## src/rtl/inst_fetch_queue.sv

```systemverilog
// IF-to-ID instruction queue: DEPTH-entry first-word-fall-through FIFO of {pc, inst}.
// Flush or reset empties it in one edge; an empty queue presents a zero bubble to ID.
module inst_fetch_queue #(
    parameter int DEPTH  = 4,
    parameter int PC_W   = 32,
    parameter int INST_W = 32,
    parameter int CNT_W  = $clog2(DEPTH) + 1
) (
    input  logic              clk,
    input  logic              rst,
    input  logic              flush,
    input  logic              in_valid,
    input  logic [PC_W-1:0]   in_pc,
    input  logic [INST_W-1:0] in_inst,
    output logic              in_ready,
    output logic              out_valid,
    output logic [PC_W-1:0]   out_pc,
    output logic [INST_W-1:0] out_inst,
    input  logic              out_ready,
    output logic [CNT_W-1:0]  count,
    output logic              full,
    output logic              empty
);

    localparam int IDX_W = $clog2(DEPTH);
    localparam int PTR_W = IDX_W + 1;

    logic [PTR_W-1:0]  wr_ptr_q, wr_ptr_d;
    logic [PTR_W-1:0]  rd_ptr_q, rd_ptr_d;
    logic [PC_W-1:0]   pc_mem_q   [DEPTH];
    logic [PC_W-1:0]   pc_mem_d   [DEPTH];
    logic [INST_W-1:0] inst_mem_q [DEPTH];
    logic [INST_W-1:0] inst_mem_d [DEPTH];

    logic [IDX_W-1:0]  wr_idx;
    logic [IDX_W-1:0]  rd_idx;
    logic [PTR_W-1:0]  ptr_diff;
    logic              push;
    logic              pop;

    assign wr_idx = wr_ptr_q[IDX_W-1:0];
    assign rd_idx = rd_ptr_q[IDX_W-1:0];

    // Status comes only from registered pointers, so in_ready never depends on out_ready.
    always_comb begin
        empty    = (wr_ptr_q == rd_ptr_q);
        full     = (wr_idx == rd_idx) && (wr_ptr_q[IDX_W] != rd_ptr_q[IDX_W]);
        ptr_diff = wr_ptr_q - rd_ptr_q;
        count    = CNT_W'(ptr_diff);
        in_ready  = ~full;
        out_valid = ~empty;
        out_pc    = empty ? '0 : pc_mem_q[rd_idx];
        out_inst  = empty ? '0 : inst_mem_q[rd_idx];
        push = in_valid & in_ready & ~flush;
        pop  = out_valid & out_ready & ~flush;
    end

    always_comb begin
        wr_ptr_d   = wr_ptr_q;
        rd_ptr_d   = rd_ptr_q;
        pc_mem_d   = pc_mem_q;
        inst_mem_d = inst_mem_q;
        if (flush) begin
            wr_ptr_d = '0;
            rd_ptr_d = '0;
        end else begin
            if (push) begin
                pc_mem_d[wr_idx]   = in_pc;
                inst_mem_d[wr_idx] = in_inst;
                wr_ptr_d           = wr_ptr_q + 1'b1;
            end
            if (pop) begin
                rd_ptr_d = rd_ptr_q + 1'b1;
            end
        end
    end

    always_ff @(posedge clk) begin
        if (rst) begin
            wr_ptr_q <= '0;
            rd_ptr_q <= '0;
            for (int i = 0; i < DEPTH; i++) begin
                pc_mem_q[i]   <= '0;
                inst_mem_q[i] <= '0;
            end
        end else begin
            wr_ptr_q   <= wr_ptr_d;
            rd_ptr_q   <= rd_ptr_d;
            pc_mem_q   <= pc_mem_d;
            inst_mem_q <= inst_mem_d;
        end
    end

endmodule

```

## config.mk

```make
export PLATFORM = sky130hd
export DESIGN_NAME = inst_fetch_queue
export DESIGN_NICKNAME = d
export VERILOG_FILES = /design/src/rtl/inst_fetch_queue.sv
export SDC_FILE = /design/constraint.sdc
export NUM_CORES = 1
export LEC_CHECK = 0
export ABC_AREA = 1
export BUFFER_PORTS_ARGS = -buffer_cell sky130_fd_sc_hd__buf_2
export CAP_MARGIN = 0
export CORE_MARGIN = 2
export CORE_UTILIZATION = 45
export CTS_BUF_LIST = sky130_fd_sc_hd__clkbuf_16
export CTS_CLUSTER_SIZE = 14
export DETAILED_ROUTE_END_ITERATION = 7
export GPL_TIMING_DRIVEN = 0
export HOLD_SLACK_MARGIN = 0.08
export PLACE_DENSITY = 0.72
export SYNTH_ARGS = -nofsm -noshare
export SYNTH_HDL_FRONTEND = slang
export SYNTH_SLANG_ARGS = --single-unit
```

## constraint.sdc

```tcl
create_clock -name clk -period 1.9 [get_ports clk]
set_clock_uncertainty 0.1 [all_clocks]
set_input_delay 0.095 -clock clk [delete_from_list [all_inputs] [get_ports clk]]
set_output_delay 0.095 -clock clk [all_outputs]
set_load 0.1 [all_outputs]
```

==> impl_metrics.env, run 1 <==
export IMPL_number_of_cells_on_the_worst_reg_to_reg_path=15
export IMPL_timing_final_ws_setup_ps=-603.8
export IMPL_gp_routability_congestion=0.9279
export IMPL_area_growth_synth_to_final_pct=41.06
export IMPL_rr_endpoint="pc_mem_q[24]"
export IMPL_worst_skew_pair_late_latency_ps=550
export IMPL_clkSlewWorstSetupHoldPaths_ps=60
export IMPL_antenna_fix_cells=0
export IMPL_hp_start="in_valid"
export IMPL_design_die_area_sq_mm=0.03438
export IMPL_normalized_max_slew_margin_pct=52.38
export IMPL_drtAntennaViolNets=0
export IMPL_startpoint_type="flop"
export IMPL_critPathRequiredTime_ps=1700
export IMPL_wire_per_inst_um=17.28
export IMPL_final_setup_viol_count=329
export IMPL_cts_sink_count=262
export IMPL_power_density_mw_per_mm2=607.4
export IMPL_ys_seq_area_share_pct=35.41
export IMPL_status="complete, but fails checks"
export IMPL_cap_violations=0
export IMPL_final_layout_size_suffix_gt1_share_pct=16.61
export IMPL_cts_buffers_inserted=31
export IMPL_power_combinational_fraction_pct=13.5
export IMPL_floorplan_die_height_um=185.4
export IMPL_min_path_type="input pin to flop"
export IMPL_postSynthNetCount=2505
export IMPL_grt_antenna_before_repair=0
export IMPL_clk_path_buf_depth=3
export IMPL_design_final_nets=2787
export IMPL_reg2reg_slack_ps=-590
export IMPL_yosys_top_cells_area="dfxtp_1 35%, inv_1 15%, nand2_1 13%"
export IMPL_final_fill_count=2751
export IMPL_grt_pass1_wl_mm=84.93
export IMPL_setup_repair_after_global_routing_missed_its_margin="true"
export IMPL_ioPinCount=140
export IMPL_first_global_vias=16248
export IMPL_critPathCaptureType="primary output"
export IMPL_pwr_share_seq_pct=44.6
export IMPL_start_util_pct=45.64
export IMPL_synth_unique_cells=22
export IMPL_worst_hold_path_endpoint="pc_mem_q[96]"
export IMPL_tritoncts="built"
export IMPL_power_switching_mw=3.561
export IMPL_rr_startpoint="rd_ptr_q[1]"
export IMPL_grt_ovfl_total=0
export IMPL_avgSynthCellArea_sq_um=6.100
export IMPL_final_routed_drc_violation_total=0
export IMPL_numPortBuffers=139
export IMPL_share_clk_of_total_power_pct=41.8
export IMPL_setup_worst_path_class="flop to primary output"
export IMPL_data_arrival_critical_path_ps=2310
export IMPL_routed_wirelength_mm=54.89
export IMPL_failed_checks="negative setup slack"
export IMPL_postSynthRegisterBits=262
export IMPL_syn_area_sq_mm=0.01481
export IMPL_critical_path_peak_fanout=5
export IMPL_power_switching_share_pct=28.05
export IMPL_setup_tns_final_ps=-153200
export IMPL_hold_ws_ps=68.33
export IMPL_cts_htree_levels=1
export IMPL_grt_max_degree=15
export IMPL_cts_root_buf="clkbuf_16"
export IMPL_yosysWarnings=0
export IMPL_die_w_um=185.4
export IMPL_dp_hpwl_mm=35.53
export IMPL_postSynthCellCount=2428
export IMPL_row_count=66
export IMPL_largest_area_contributor_in_the_synthesized_netlist="dfxtp_1"
export IMPL_worstMarginPinSlew_ps=714.3
export IMPL_hold_path_cell_count=7
export IMPL_synth_top_area_share_pct=35.41
export IMPL_routed_via_density=5.299
export IMPL_drt_pass_1_iters=6
export IMPL_final_period_util_pct=131.8
export IMPL_core_area_sq_mm=0.03245
export IMPL_hold_viol=0
export IMPL_power_leakage_nw=9.604
export IMPL_fin_crit_ps=2504
export IMPL_count_of_vias_placed_by_the_detailed_router=16829
export IMPL_initialDrtViolationCount=1817
export IMPL_pre_cts_ws_ps=-999.0
export IMPL_groute_usage_overall_pct=31.33
export IMPL_internal_power_mw=9.131
export IMPL_vdd_drop_max_v=0.0007343
export IMPL_p_total_mw=12.69
export IMPL_drv_slew=0
export IMPL_achievable_frequency_mhz=399.4
[how the worst max path moves through the flow]
stage	start	to	slack, ps
3_5_place_dp	rd_ptr_q[0]	out_pc[19]	-1000
4_1_cts	rd_ptr_q[1]	out_pc[3]	-630
5_1_grt	rd_ptr_q[1]	out_inst[1]	-650
2_1_floorplan	rd_ptr_q[1]	out_inst[0]	-250
3_3_place_gp	rd_ptr_q[0]	out_pc[20]	-980
6_report	rd_ptr_q[1]	out_inst[1]	-600
[metrics by stage]
| step | area (sq um) | util [%] | std cells |
|---|---|---|---|
| final | 20890 | 64.38 | 3176 |
| after global routing | 20890 | 64.38 | 3176 |
| after CTS | 20720 | 63.84 | 3173 |
| after detailed placement | 16970 | 52.29 | 3009 |
| after global placement | 16970 | 52.29 | 3009 |
| after floorplan | 15720 | - | 2428 |
[power groups by stage]
stage                     clock [mW]  sequential (mW)  combinational, mW
after floorplan                    0             5.77               1.01
after global placement             0             5.78               1.37
after detailed placement           0             5.78               1.39
after CTS                       5.32             5.66               1.65
after global routing            5.55             5.67               1.85
final                           5.31             5.66               1.72
[registers in the layout (all words and copies together), names as in the netlist]
signal and flops:
rd_ptr_q 3, wr_ptr_q 3, inst_mem_q 128, pc_mem_q 128
[cells by family (layout without fill, tap and decap cells)]
| group | Yosys count | after routing | synth area share (%) |
|---|---|---|---|
| simple gates | 1051 | 1053 | 31.31 |
| buf+inv | 778 | 1082 | 21.36 |
| compound gates | 326 | 326 | 11.02 |
| flops | 262 | 262 | 35.41 |
| fa+ha+maj | 8 | 8 | 0.7265 |
| xor+xnor | 3 | 3 | 0.1774 |
[per-layer routing]
metal  global-route usage [%]  part of all wire (%)  up-vias
li1                         -                     -     8013
met1                    39.37                    39     7691
met2                    52.28                    46      915
met3                    5.800                    10      210
met4                    13.78                   4.6        0
met5                        0                     0        -
[cells in the final DEF (no fill, tap or decap), drive strengths merged]
cell type,instances
fa,1
dlygate4sd3,67
xor2,2
clkbuf,103
xnor2,1
nand4,256
nor2,259
clkinvlp,1
ha,7
buf,289
o21ai,128
dfxtp,262
nand2,525
clkinv,11
inv,605
a21oi,198
nand3,13
bufbuf,6
[worst max-delay path, cell delays in order, from the launching register on]
cell       delay, ps
dfxtp_4          380
inv_4             40
clkbuf_16        140
ha_4             210
nand2_4           70
inv_4             50
nand2_8           70
inv_8             60
buf_16           160
buf_16           160
a21oi_4          200
buf_12           210
[cells in the mapped netlist]
library cell and instances:
a21oi_1 198, buf_1 29, buf_2 66, buf_4 1, buf_6 21, clkbuf_1 70
dfxtp_1 262, fa_1 1, ha_1 7, inv_1 589, inv_2 2, nand2_1 524
nand2_2 1, nand3_1 6, nand3_2 4, nand3_4 1, nand4_1 256, nor2_1 258
nor2_2 1, o21ai_0 128, xnor2_1 1, xor2_1 2
[what timing repair did]
item,CTS,global route
cloned,18,3
gates resized for setup,457,62
hold buffers,67,0
hold endpoints to repair,262,0
buffers inserted,22,5
endpoints found under the setup margin,331,329
pin swaps,17,5
[layout make-up]
cell class	count	area, sq um	share of cell area (%)
Inverter	591	2237	10.71
Sequential cell	262	5255	25.15
Buffer	186	1460	6.988
Clock inverter	26	106.4	0.5090
Multi-Input combinational cell	1390	7312	35.00
Tap cell	442	553.0	2.647
Timing Repair Buffer	248	3194	15.29
Clock buffer	31	775.7	3.713
(Power assumes the default switching activity.)
==> run 2, diff against run 1 <==
--- a/config.mk
+++ b/config.mk
@@ -8,6 +8,7 @@
 export ABC_AREA = 1
 export BUFFER_PORTS_ARGS = -buffer_cell sky130_fd_sc_hd__buf_2
 export CAP_MARGIN = 0
+export CORE_ASPECT_RATIO = 0.9
 export CORE_MARGIN = 2
 export CORE_UTILIZATION = 45
 export CTS_BUF_LIST = sky130_fd_sc_hd__clkbuf_16
==> run 2 against run 1 <==
- the flow still finishes with violations (negative setup slack)
- setup slack got worse by 83 ps
- design area rose by 5.5%
- register-to-register slack got worse by 30 ps
- global-route usage rose by 1.1 points
- clock power rose by 8.7%
- sequential share of layout area fell by 1.3 points
- sequential cell count did not move
- via count rose by 6.2%
- critical path type unchanged
- combinational power rose by 4%
- clock-buffer cell count did not move
- first-iteration DRC count rose by 35%
- routed wire length rose by 13%
==> impl_metrics.env, run 2 (synthesis gave the netlist of run 1 again) <==
export IMPL_slowest_cp_cell="dfxtp_4"
export IMPL_fin_crit_ps=2586
export IMPL_hold_ws_ps=357.2
export IMPL_start_util_pct=45.28
export IMPL_drtAntennaViolNets=0
export IMPL_cts_sink_count=262
export IMPL_clk_path_buf_depth=3
export IMPL_dp_hpwl_mm=36.03
export IMPL_core_area_sq_mm=0.03271
export IMPL_achievable_frequency_mhz=386.6
export IMPL_numPortBuffers=139
export IMPL_setup_worst_path_class="flop to primary output"
export IMPL_row_count=63
export IMPL_power_density_mw_per_mm2=599.8
export IMPL_status="complete, but fails checks"
export IMPL_setup_tns_final_ps=-159440
export IMPL_final_layout_size_suffix_gt1_share_pct=19.53
export IMPL_power_leakage_nw=10.09
export IMPL_cap_violations=0
export IMPL_critical_path_peak_fanout=10
export IMPL_drv_slew=0
export IMPL_critPathRequiredTime_ps=1700
export IMPL_cts_htree_levels=1
export IMPL_initialDrtViolationCount=2457
export IMPL_top_layer="met4"
export IMPL_timing_final_ws_setup_ps=-686.5
export IMPL_setup_repair_after_global_routing_missed_its_margin="true"
export IMPL_floorplan_die_height_um=176.1
export IMPL_normalized_max_slew_margin_pct=30.32
export IMPL_worstMarginPinSlew_ps=1045
export IMPL_total_area_of_multi_input_combinational_cells_sq_mm=0.007472
export IMPL_antenna_fix_cells=0
export IMPL_die_w_um=195.2
export IMPL_failed_checks="negative setup slack"
export IMPL_grt_max_degree=15
export IMPL_area_growth_synth_to_final_pct=48.82
export IMPL_final_period_util_pct=136.1
export IMPL_crit_path_cell_trace="inv_4, clkbuf_4, buf_2, a21oi_1, o21ai_0, a21oi_4, buf_12"
export IMPL_vdd_drop_max_v=0.0008169
export IMPL_grt_ovfl_total=0
export IMPL_m1WireLength_mm=24.22
export IMPL_hold_viol=0
export IMPL_pre_cts_ws_ps=-762.8
export IMPL_groute_usage_overall_pct=32.40
export IMPL_clkSlewWorstSetupHoldPaths_ps=60
export IMPL_mostFrequentLayoutCell="inv_1"
export IMPL_critPathCaptureType="primary output"
export IMPL_grt_antenna_before_repair=0
export IMPL_cts_buffers_inserted=30
export IMPL_drt_pass_1_iters=7
export IMPL_design_die_area_sq_mm=0.03438
export IMPL_data_arrival_critical_path_ps=2390
export IMPL_met3_wirelength_mm=7.882
export IMPL_met2WireLength_mm=26.12
export IMPL_count_of_vias_placed_by_the_detailed_router=17864
export IMPL_ioPinCount=140
export IMPL_grt_pass1_wl_mm=87.95
export IMPL_final_routed_drc_violation_total=0
export IMPL_first_global_vias=16018
export IMPL_final_fill_count=2453
export IMPL_startpoint_type="flop"
export IMPL_routed_wirelength_mm=61.76
export IMPL_layout_common_cells="580 x inv_1, 498 x nand2_1, 258 x dfxtp_1, 256 x nand4_1, 250 x nor2_1"
export IMPL_fin_util_pct=67.38
export IMPL_wire_per_inst_um=19.29
export IMPL_routed_via_density=5.579
export IMPL_final_setup_viol_count=330
export IMPL_register_area_sq_mm=0.005258
export IMPL_worst_path_largest_cell_delay_ps=370
export IMPL_tritoncts="built"
export IMPL_design_final_nets=2835
export IMPL_cts_root_buf="clkbuf_16"
export IMPL_gp_routability_congestion=0.9154
export IMPL_worst_skew_pair_late_latency_ps=570
export IMPL_largestRegisters="inst_mem_q (128), pc_mem_q (128)"
export IMPL_p_total_mw=13.22
export IMPL_min_path_type="input pin to flop"
-- run 2: cell count changes in the layout (fill, tap and decap cells not counted), moves of 11 or more --
cell | before | now
inv_1 | 597 | 580
nand2_1 | 520 | 498
buf_16 | 14 | 28
buf_12 | 84 | 100
buf_8 | 13 | 31
nand2_4 | 2 | 13
-- run 2: layout make-up --
cell class / count / share of cell area [%]
buffer: 184 / 6.732
clock buffer: 31 / 3.519
clock inverter: 23 / 0.7833
inverter: 591 / 10.18
multi-input combinational: 1390 / 33.90
sequential: 262 / 23.85
tap: 422 / 2.395
timing repair buffer: 299 / 18.64
-- run 2: worst paths after layout --
kind / from / endpoint / slack [ps] / cells after the start
worst max-delay path: rd_ptr_q[1] / out_inst[1] / -690 / 7
worst min-delay path: in_pc[26] / pc_mem_q[26] / 360 / 6
worst max register to register: rd_ptr_q[1] / pc_mem_q[75] / -620 / 17
worst min register to register: pc_mem_q[122] / pc_mem_q[122] / 410 / 4
-- run 2: per-stage QoR --
| stage | instance area (sq um) | cells |
|---|---|---|
| floorplan | 15720 | 2428 |
| CTS | 21340 | 3173 |
| global route | 22040 | 3202 |
| global placement | 16940 | 2989 |
| detailed placement | 16940 | 2989 |
| finish | 22040 | 3202 |
-- run 2: critical path: cells and delay by family (launching register included) --
family / cells / cell delay, ps
buffers and inverters: 4 / 750
AOI/OAI and AO/OA: 3 / 690
DFF: 1 / 370
-- run 2: routing by layer --
layer	vias up	GRT usage, %
li1	8130	-
met1	8094	44.34
met2	1328	49.58
met3	312	5.406
met4	0	16.09
met5	-	0
-- run 2: repair_timing --
item                                    in CTS  in global routing
endpoints found under the hold margin      262                  0
gates cloned                                28                 15
buffers inserted                            34                 25
gates resized for setup                    473                154
hold buffers                                68                  0
endpoints found under the setup margin     330                330
pin swaps                                   29                 71
-- run 2: where the power goes --
part / switching (mW) / internal, mW / leakage (nW) / total (mW)
clock: 2.46 / 3.32 / 0.497 / 5.77
combinational: 1.18 / 0.605 / 7.47 / 1.79
sequential: 0.0517 / 5.61 / 2.13 / 5.66
total: 3.69 / 9.53 / 10.1 / 13.2
